`config.mk`:
```
export PLATFORM = sky130hd
export DESIGN_NAME = mealy_stream_scheduler
export DESIGN_NICKNAME = d
export VERILOG_FILES = /design/src/rtl/mealy_pkg.sv /design/src/rtl/mealy_core.sv /design/src/rtl/mealy_stream_scheduler.sv
export SDC_FILE = /design/constraint.sdc
export NUM_CORES = 1
export LEC_CHECK = 0
export CAP_MARGIN = 30
export CORE_MARGIN = 2
export CORE_UTILIZATION = 44
export CTS_BUF_LIST = sky130_fd_sc_hd__clkbuf_8 sky130_fd_sc_hd__clkbuf_16
export CTS_CLUSTER_DIAMETER = 80
export DETAILED_ROUTE_END_ITERATION = 7
export GPL_TIMING_DRIVEN = 1
export PLACE_DENSITY = 0.85
export SYNTH_ARGS = -nofsm -noshare
export SYNTH_HDL_FRONTEND = slang
export SYNTH_SLANG_ARGS = --single-unit
```
`constraint.sdc`:
```
create_clock -name clk -period 6.19 [get_ports clk]
set_clock_uncertainty 0.1 [all_clocks]
set_input_delay 1.238 -clock clk [delete_from_list [all_inputs] [get_ports clk]]
set_output_delay 1.238 -clock clk [all_outputs]
set_load 0.02 [all_outputs]
```
`src/rtl/mealy_pkg.sv`:
```
// Shared definitions for the Mealy stream scheduler.
//   - mealy_state_e : 2-bit engine state encoding (S0..S3)
//   - ctl_state_e   : controller state (idle / shift / done)
//   - mealy_step()  : engine transition and output function, one input bit per call
package mealy_pkg;

    typedef enum logic [1:0] {
        S0 = 2'b00,
        S1 = 2'b01,
        S2 = 2'b10,
        S3 = 2'b11
    } mealy_state_e;

    typedef enum logic [1:0] {
        StIdle  = 2'b00,
        StShift = 2'b01,
        StDone  = 2'b10
    } ctl_state_e;

    typedef struct packed {
        logic         y;
        mealy_state_e next;
    } mealy_step_t;

    // One engine step: output y for input x in state s, plus the successor state.
    function automatic mealy_step_t mealy_step(input mealy_state_e s, input logic x);
        mealy_step_t r;
        r.y    = 1'b0;
        r.next = S0;
        unique case (s)
            S0: begin
                r.y    = x;
                r.next = x ? S0 : S1;
            end
            S1: begin
                r.y    = ~x;
                r.next = x ? S3 : S2;
            end
            S2: begin
                r.y    = ~x;
                r.next = x ? S1 : S0;
            end
            S3: begin
                r.y    = x;
                r.next = x ? S2 : S3;
            end
            default: begin
                r.y    = 1'b0;
                r.next = S0;
            end
        endcase
        return r;
    endfunction

endpackage

```
`src/rtl/mealy_core.sv`:
```
// Bit-serial Mealy engine with a registered 2-bit state.
//   clk, rst : clock, asynchronous active-high reset (state -> S0)
//   x        : serial input bit
//   load_s0  : restart the engine at S0 on the next edge (wins over en)
//   en       : advance the engine by one step on the next edge
//   y        : combinational output for the current state and x
//   state    : current engine state
module mealy_core
    import mealy_pkg::*;
(
    input  logic         clk,
    input  logic         rst,
    input  logic         x,
    input  logic         load_s0,
    input  logic         en,
    output logic         y,
    output mealy_state_e state
);

    mealy_state_e state_q;
    mealy_state_e state_d;
    mealy_step_t  step;

    always_comb begin
        step    = mealy_step(state_q, x);
        y       = step.y;
        state_d = state_q;
        if (load_s0) begin
            state_d = S0;
        end else if (en) begin
            state_d = step.next;
        end
    end

    always_ff @(posedge clk or posedge rst) begin
        if (rst) begin
            state_q <= S0;
        end else begin
            state_q <= state_d;
        end
    end

    assign state = state_q;

endmodule

```
`src/rtl/mealy_stream_scheduler.sv`:
```
// Round-robin scheduler that feeds N_REQ parallel words, LSB first, through one shared
// bit-serial Mealy engine and returns the serial outputs as one result word.
//   clk, rst   : clock, asynchronous active-high reset
//   req_valid  : per-requester word pending (held until accepted)
//   req_data   : requester i word at [i*WIDTH +: WIDTH]
//   req_ready  : one-hot accept strobe, combinational, only in idle
//   res_valid  : result held in the done state
//   res_data   : engine output bits, bit k belongs to input bit k
//   res_state  : engine state after the last bit
//   res_id     : requester that produced the result
//   res_ready  : consumer accepts the result
//   busy       : controller not idle
module mealy_stream_scheduler
    import mealy_pkg::*;
#(
    parameter int unsigned N_REQ = 4,
    parameter int unsigned WIDTH = 8
) (
    input  logic                     clk,
    input  logic                     rst,
    input  logic [N_REQ-1:0]         req_valid,
    input  logic [N_REQ*WIDTH-1:0]   req_data,
    output logic [N_REQ-1:0]         req_ready,
    output logic                     res_valid,
    output logic [WIDTH-1:0]         res_data,
    output logic [1:0]               res_state,
    output logic [$clog2(N_REQ)-1:0] res_id,
    input  logic                     res_ready,
    output logic                     busy
);

    localparam int unsigned IdW  = $clog2(N_REQ);
    localparam int unsigned CntW = $clog2(WIDTH);

    ctl_state_e         state_q, state_d;
    logic [IdW-1:0]     rr_ptr_q, rr_ptr_d;
    logic [IdW-1:0]     id_q, id_d;
    logic [WIDTH-1:0]   data_q, data_d;
    logic [WIDTH-1:0]   out_q, out_d;
    logic [CntW-1:0]    cnt_q, cnt_d;

    logic               gnt_found;
    logic [IdW-1:0]     gnt_idx;
    logic [IdW-1:0]     cand;
    logic [WIDTH-1:0]   gnt_data;

    logic               eng_x;
    logic               eng_load;
    logic               eng_en;
    logic               eng_y;
    mealy_state_e       eng_state;

    // First valid requester at or above rr_ptr, wrapping around.
    always_comb begin
        gnt_found = 1'b0;
        gnt_idx   = '0;
        cand      = '0;
        for (int unsigned k = 0; k < N_REQ; k++) begin
            cand = IdW'((32'(rr_ptr_q) + k) % N_REQ);
            if (!gnt_found && req_valid[cand]) begin
                gnt_found = 1'b1;
                gnt_idx   = cand;
            end
        end
    end

    // Word mux for the granted requester, built with constant slices.
    always_comb begin
        gnt_data = '0;
        for (int unsigned i = 0; i < N_REQ; i++) begin
            if (gnt_idx == IdW'(i)) begin
                gnt_data = req_data[i*WIDTH +: WIDTH];
            end
        end
    end

    always_comb begin
        state_d   = state_q;
        rr_ptr_d  = rr_ptr_q;
        id_d      = id_q;
        data_d    = data_q;
        out_d     = out_q;
        cnt_d     = cnt_q;
        req_ready = '0;
        eng_x     = data_q[cnt_q];
        eng_load  = 1'b0;
        eng_en    = 1'b0;

        unique case (state_q)
            StIdle: begin
                if (gnt_found) begin
                    for (int unsigned i = 0; i < N_REQ; i++) begin
                        if (gnt_idx == IdW'(i)) begin
                            req_ready[i] = 1'b1;
                        end
                    end
                    data_d   = gnt_data;
                    id_d     = gnt_idx;
                    cnt_d    = '0;
                    eng_load = 1'b1;
                    state_d  = StShift;
                end
            end
            StShift: begin
                eng_en       = 1'b1;
                out_d[cnt_q] = eng_y;
                if (cnt_q == CntW'(WIDTH - 1)) begin
                    cnt_d   = '0;
                    state_d = StDone;
                end else begin
                    cnt_d = cnt_q + 1'b1;
                end
            end
            StDone: begin
                if (res_ready) begin
                    rr_ptr_d = IdW'((32'(id_q) + 1) % N_REQ);
                    state_d  = StIdle;
                end
            end
            default: begin
                state_d = StIdle;
            end
        endcase
    end

    always_ff @(posedge clk or posedge rst) begin
        if (rst) begin
            state_q  <= StIdle;
            rr_ptr_q <= '0;
            id_q     <= '0;
            data_q   <= '0;
            out_q    <= '0;
            cnt_q    <= '0;
        end else begin
            state_q  <= state_d;
            rr_ptr_q <= rr_ptr_d;
            id_q     <= id_d;
            data_q   <= data_d;
            out_q    <= out_d;
            cnt_q    <= cnt_d;
        end
    end

    mealy_core u_core (
        .clk     (clk),
        .rst     (rst),
        .x       (eng_x),
        .load_s0 (eng_load),
        .en      (eng_en),
        .y       (eng_y),
        .state   (eng_state)
    );

    assign res_valid = (state_q == StDone);
    assign busy      = (state_q != StIdle);
    assign res_data  = out_q;
    assign res_state = eng_state;
    assign res_id    = id_q;

endmodule

```
==> impl_metrics.ini, run 1 <==
[status]
status = finished, final reports clean

[clock_tree]
clk_root_buffer_cell = clkbuf_8
cts_buffer_depth = 2
clk_latency_ps = 270
hold_buffers = 0
cts_buffers = 3
clkSlewWorstSetupHoldPaths_ps = 100
cts_tree = built
cts_resized = 0
htreeDepth = 1
cts_setup_buffers = 0
cts_num_sinks = 27

[timing]
slew_headroom = 0.532
slew_violations = 0
post-route-min-period_ps = 4850
finalHoldWorstSlack_ps = 398
max_freq_mhz = 206
hold_viol_final = 0
grt_setup_unrepaired = false
tightest_slew_ps = 701
setup_tns_ps = 0
setup_viol = 0
fin_crit_sh = 0.784

[synthesis]
yosysTopAreaCell = dfrtp_1
synthDominantCellAreaShare = 0.432
synthArstFlopShare = 1.00
synth_cell_type_count = 37
synth.most_common_cell = dfrtp_1
syn-num-nets = 198
ys_seq_area_frac = 0.432
synth-main-ff-cell = dfrtp_1
synth_area_per_cell_um2 = 9.97
yosys_warnings = 0
synth_area_um2 = 1570
synth_seq_cells = 27
synth_area_leaders = dfrtp_1 (43%), mux2i_1 (8.3%), mux2_2 (5.8%), nand2_1 (5.5%), o21ai_0 (3.5%)
synth-edff-count = 0
synthCells = 157
ys_top_cells_by_count = dfrtp_1 (27), nand2_1 (23), mux2i_1 (13)

[routing]
drcViolationCount = 0
vias = 1375
routed_via_density = 5.37
routed_wl_um = 3580
wl_per_cell_um = 14.0
antenna_left = 0
drtPass1Iterations = 4
drt_iter0_markers = 41

[worst_setup_path]
cp_max_fo = 10
endpoint_kind = primary output
critPathKind = in2out
start_kind = input port
critical_path_arrival_ps = 3510
r2r-start = cnt_q[0]
cp-startpoint = req_valid[3]
cp.required_ps = 4850

[floorplanning]
start_util = 0.462
die_w_um = 63.6
die_height_um = 63.6
placementRows = 21
core_um2 = 3390
die_area_um2 = 4050
io_pins = 57

[global_route]
grt_remaining_overflow = 0
grt_pass1_wl_um = 6390
grt_max_degree = 19
grt_pass1_vias = 1347
grt_use_total = 0.200
antenna_found_initial = 0

[final_layout]
syn_to_final_growth_pct = 41.4
drive_gt1_frac = 0.0762
n_antenna_cell = 0
fillers = 288
final_core_util = 0.653
fin_cells = 256
fin_nets = 252

[min_path]
hold_start = data_q[7]
hold_path_class = reg2reg

[placement]
gp_congestion = 0.742
numPortBuffers = 56
placed_cells = 252
dp_hpwl_um = 2870

[power_and_ir_drop]
leakage_uw = 0.000925
power_density_nw_per_um2 = 461
vdd_drop_max_mv = 0.245

[flow_run]
drv_cap = 0
-- kinds of logic after synthesis --
group | Yosys count | share of synthesized area
AO/OA/AOI/OAI | 31 | 0.141
buffers and inverters | 11 | 0.0288
adder cells (fa/ha/maj) | 2 | 0.0160
flip-flops | 27 | 0.432
XOR/XNOR | 3 | 0.0168
multiplexers | 23 | 0.174
AND/OR/NAND/NOR | 60 | 0.191
-- cell type report --
cell class              count  area [µm²]  area share
multi-input cells         119         845       0.382
flip-flops and latches     27         676       0.305
repair buffers             57         576       0.260
well taps                  46        57.6      0.0260
clock buffers               3        41.3      0.0187
inverters                   3        11.3     0.00509
clock inverters             1        7.51     0.00339
-- critical path, stage by stage --
cell and delay (ps):
clkdlybuf4s50_1 520, mux2i_1 100, a2bb2oi_2 320, and2_1 330, nand2_1 210, nor2_1 170, clkdlybuf4s50_1 620
-- flip-flops by register name, indices dropped and copies added (netlist names) --
name / flops
u_core.state: 2
cnt_q: 3
res_data: 8
state_q: 2
rr_ptr_q: 2
data_q: 8
res_id: 2
-- metal layers --
layer | GRT usage | vias up | part of all wire | wire, µm
li1 | - | 680 | - | -
met1 | 0.267 | 642 | 0.45 | 1610
met2 | 0.329 | 51 | 0.50 | 1780
met3 | 0.0339 | 2 | 0.047 | 168
met4 | 0.0679 | 0 | 0.0042 | 15
met5 | 0 | - | 0 | 0
-- per-stage QoR --
| step | setup slack [ps] | total power, µW | area [µm²] |
|---|---|---|---|
| 2_1_floorplan | 2440 | 727 | 1570 |
| 3_3_place_gp | 1430 | 902 | 2150 |
| 4_1_cts | 1350 | 1030 | 2210 |
| 6_report | 1340 | 1020 | 2210 |
| 3_5_place_dp | 1350 | 925 | 2160 |
| 5_1_grt | 1170 | 1110 | 2210 |
-- worst paths after layout --
kind                       cells past startpoint           end  slack, ps
hold reg to reg                                2     data_q[7]        400
setup / recovery                               7  req_ready[1]       1340
min in group asynchronous                      2   res_data[0]       1210
max in group asynchronous                      3      cnt_q[0]       4300
hold / removal                                 2     data_q[7]        400
setup reg to reg                               5   res_data[3]       3670
-- cells in the final DEF, fill, tap and decap left out --
| master | n |
|---|---|
| nor2_1 | 8 |
| nand2b_1 | 3 |
| o31ai_1 | 1 |
| nor2b_1 | 2 |
| o21ai_0 | 11 |
| mux2_2 | 8 |
| or2_2 | 1 |
| a2bb2oi_2 | 1 |
| nand2_1 | 23 |
| nor2_2 | 1 |
| inv_1 | 3 |
| a311oi_1 | 1 |
| a21boi_0 | 4 |
| nor3b_1 | 4 |
| nand3_1 | 5 |
| xor2_1 | 1 |
| or3_1 | 1 |
| xnor2_1 | 2 |
| mux2i_1 | 13 |
| ha_1 | 2 |
| a21o_1 | 3 |
| a22o_1 | 1 |
| dfrtp_1 | 27 |
| buf_8 | 1 |
| and3_1 | 4 |
| nor4_1 | 1 |
| a211oi_1 | 1 |
| clkinvlp_4 | 1 |
| nand4_1 | 1 |
| and2_1 | 1 |
| clkbuf_8 | 3 |
| mux4_1 | 2 |
| a21oi_1 | 1 |
| clkdlybuf4s50_1 | 56 |
| o311ai_0 | 4 |
| o221ai_1 | 3 |
| nor4b_1 | 1 |
| nand3b_1 | 2 |
| nor3_1 | 2 |
-- where the power goes --
group	total (µW)	switching [µW]	leakage, µW	internal [µW]
Clock	101	55.8	0.0000217	45.7
Sequential	350	85.7	0.000329	264
Combinational	569	289	0.000575	279
(Power assumes the default switching activity.)
==> inputs of run 2 (changes only) <==
--- a/config.mk
+++ b/config.mk
@@ -7,12 +7,12 @@
 export LEC_CHECK = 0
 export CAP_MARGIN = 30
 export CORE_MARGIN = 2
-export CORE_UTILIZATION = 44
+export CORE_UTILIZATION = 40
 export CTS_BUF_LIST = sky130_fd_sc_hd__clkbuf_8 sky130_fd_sc_hd__clkbuf_16
 export CTS_CLUSTER_DIAMETER = 80
 export DETAILED_ROUTE_END_ITERATION = 7
 export GPL_TIMING_DRIVEN = 1
-export PLACE_DENSITY = 0.85
+export PLACE_DENSITY = 0.82
 export SYNTH_ARGS = -nofsm -noshare
 export SYNTH_HDL_FRONTEND = slang
 export SYNTH_SLANG_ARGS = --single-unit
==> constraint.sdc (replaced) <==
create_clock -name clk -period 4.2 [get_ports clk]
set_clock_uncertainty 0.1 [all_clocks]
set_input_delay 0.84 -clock clk [delete_from_list [all_inputs] [get_ports clk]]
set_output_delay 0.84 -clock clk [all_outputs]
set_load 0.02 [all_outputs]
==> run 2 against run 1 <==
Final area is 1.7% higher. Sequential power is 46% higher. Power is 48% higher. Via count is 0.15% higher. Clock power is 49% higher.
==> impl_metrics.ini, run 2 (synthesized netlist as in run 1, its figures left out) <==
[clock_tree]
clkSlewWorstSetupHoldPaths_ps = 100
htreeDepth = 1
cts_tree = built
hold_buffers = 0
cts_setup_buffers = 0
clk_root_buffer_cell = clkbuf_8
cts_buffers = 3
clk_latency_ps = 270
cts_num_sinks = 27
cts_resized = 0
cts_buffer_depth = 2

[final_layout]
final_area_um2 = 2250
drive_gt1_frac = 0.0892
n_antenna_cell = 0
fin_nets = 255
final_cell_mix = clkdlybuf4s50_1 (56), dfrtp_1 (27), nand2_1 (23), mux2i_1 (13), o21ai_0 (11)
mostFrequentLayoutCell = clkdlybuf4s50_1
fillers = 319
multi_input_area_um2 = 845
syn_to_final_growth_pct = 43.8
final-seq-area_um2 = 676

[routing]
drtPass1Iterations = 4
wl_per_cell_um = 13.2
antenna_left = 0
routed_via_density = 5.28
drt_iter0_markers = 32
routed_wl_um = 3430
drcViolationCount = 0
vias = 1377

[floorplanning]
core_um2 = 3720
start_util = 0.421
placementRows = 22
die_height_um = 66.6
io_pins = 57
die_w_um = 66.6
die_area_um2 = 4430

[global_route]
grt_pass1_vias = 1348
grt_max_degree = 19
grt_remaining_overflow = 0
grt_pass1_wl_um = 5980
grt_use_total = 0.176
antenna_found_initial = 0

[worst_setup_path]
endpoint_kind = primary output
reg2reg_depth = 5
reg2reg_setup_slack_ps = 1750
cp.required_ps = 3260
critical_path_arrival_ps = 2850
regToRegEndpoint = res_data[6]
start_kind = input port
critPathKind = in2out
r2r-start = cnt_q[0]
cp_max_fo = 10

[timing]
slew_headroom = 0.642
slew_violations = 0
tightest_slew_ps = 537
setup_viol = 0
finalHoldWorstSlack_ps = 405
fin_crit_sh = 0.903
setup_tns_ps = 0
post-route-min-period_ps = 3790
hold_viol_final = 0
grt_setup_unrepaired = false
max_freq_mhz = 264

[power_and_ir_drop]
power_frac_comb = 0.561
switchingPower_uw = 626
swShare = 0.415
leakage_uw = 0.000945
power_density_nw_per_um2 = 670
sequentialPowerShare = 0.339
vdd_drop_max_mv = 0.263
clkPwrFrac = 0.100
p_int_uw = 882

[min_path]
worstHoldEndpoint = data_q[7]
hold_depth = 2
hold_start = data_q[7]
hold_path_class = reg2reg

[placement]
numPortBuffers = 56
placed_area_um2 = 2200
gp_congestion = 0.732
dp_hpwl_um = 2770

[status]
status = finished, final reports clean

[flow_run]
drv_cap = 0
[run 2: worst max-delay path by stage]
stage / from / endpoint / slack (ps) / cells past startpoint
after floorplan: req_valid[3] / req_ready[0] / 1240 / 5
after CTS: req_valid[3] / req_ready[1] / 410 / 7
after global routing: req_valid[3] / req_ready[3] / 230 / 7
final: req_valid[3] / req_ready[1] / 410 / 7
after global placement: req_valid[3] / req_ready[1] / 440 / 7
after detailed placement: req_valid[3] / req_ready[1] / 420 / 7
[run 2: power by group through the flow]
stage | Clock, µW | Combinational (µW) | Sequential, µW
global placement | 0 | 837 | 512
finish | 150 | 847 | 511
global route | 167 | 947 | 532
CTS | 152 | 857 | 511
floorplan | 0 | 530 | 542
detailed placement | 0 | 855 | 516
[run 2: final cells by class]
type,count,area share
inverters,3,0.00500
repair buffers,60,0.271
clock inverters,1,0.00334
well taps,48,0.0267
flip-flops and latches,27,0.300
clock buffers,3,0.0183
multi-input cells,119,0.375
[run 2: worst max-delay path, stage by stage]
cell and delay, ps:
clkdlybuf4s50_1 510, mux2i_1 100, a2bb2oi_2 300, and2_1 200, nand2_1 140, nor2_1 140, clkdlybuf4s50_1 610
[run 2: through the flow]
step,utilization,total power (µW),setup WS (ps),std cells
3_5_place_dp,0.593,1370,418,257
6_report,0.606,1510,409,261
5_1_grt,0.606,1650,225,261
3_3_place_gp,0.585,1350,442,256
2_1_floorplan,-,1070,1240,157
4_1_cts,0.606,1520,406,261
[run 2: metal layers]
metal / global-route usage / share of wire / vias to the layer above
met5: 0 / 0 / -
met4: 0.0765 / 0.015 / 0
met3: 0.0236 / 0.038 / 4
met2: 0.290 / 0.50 / 40
met1: 0.232 / 0.45 / 648
li1: - / - / 685
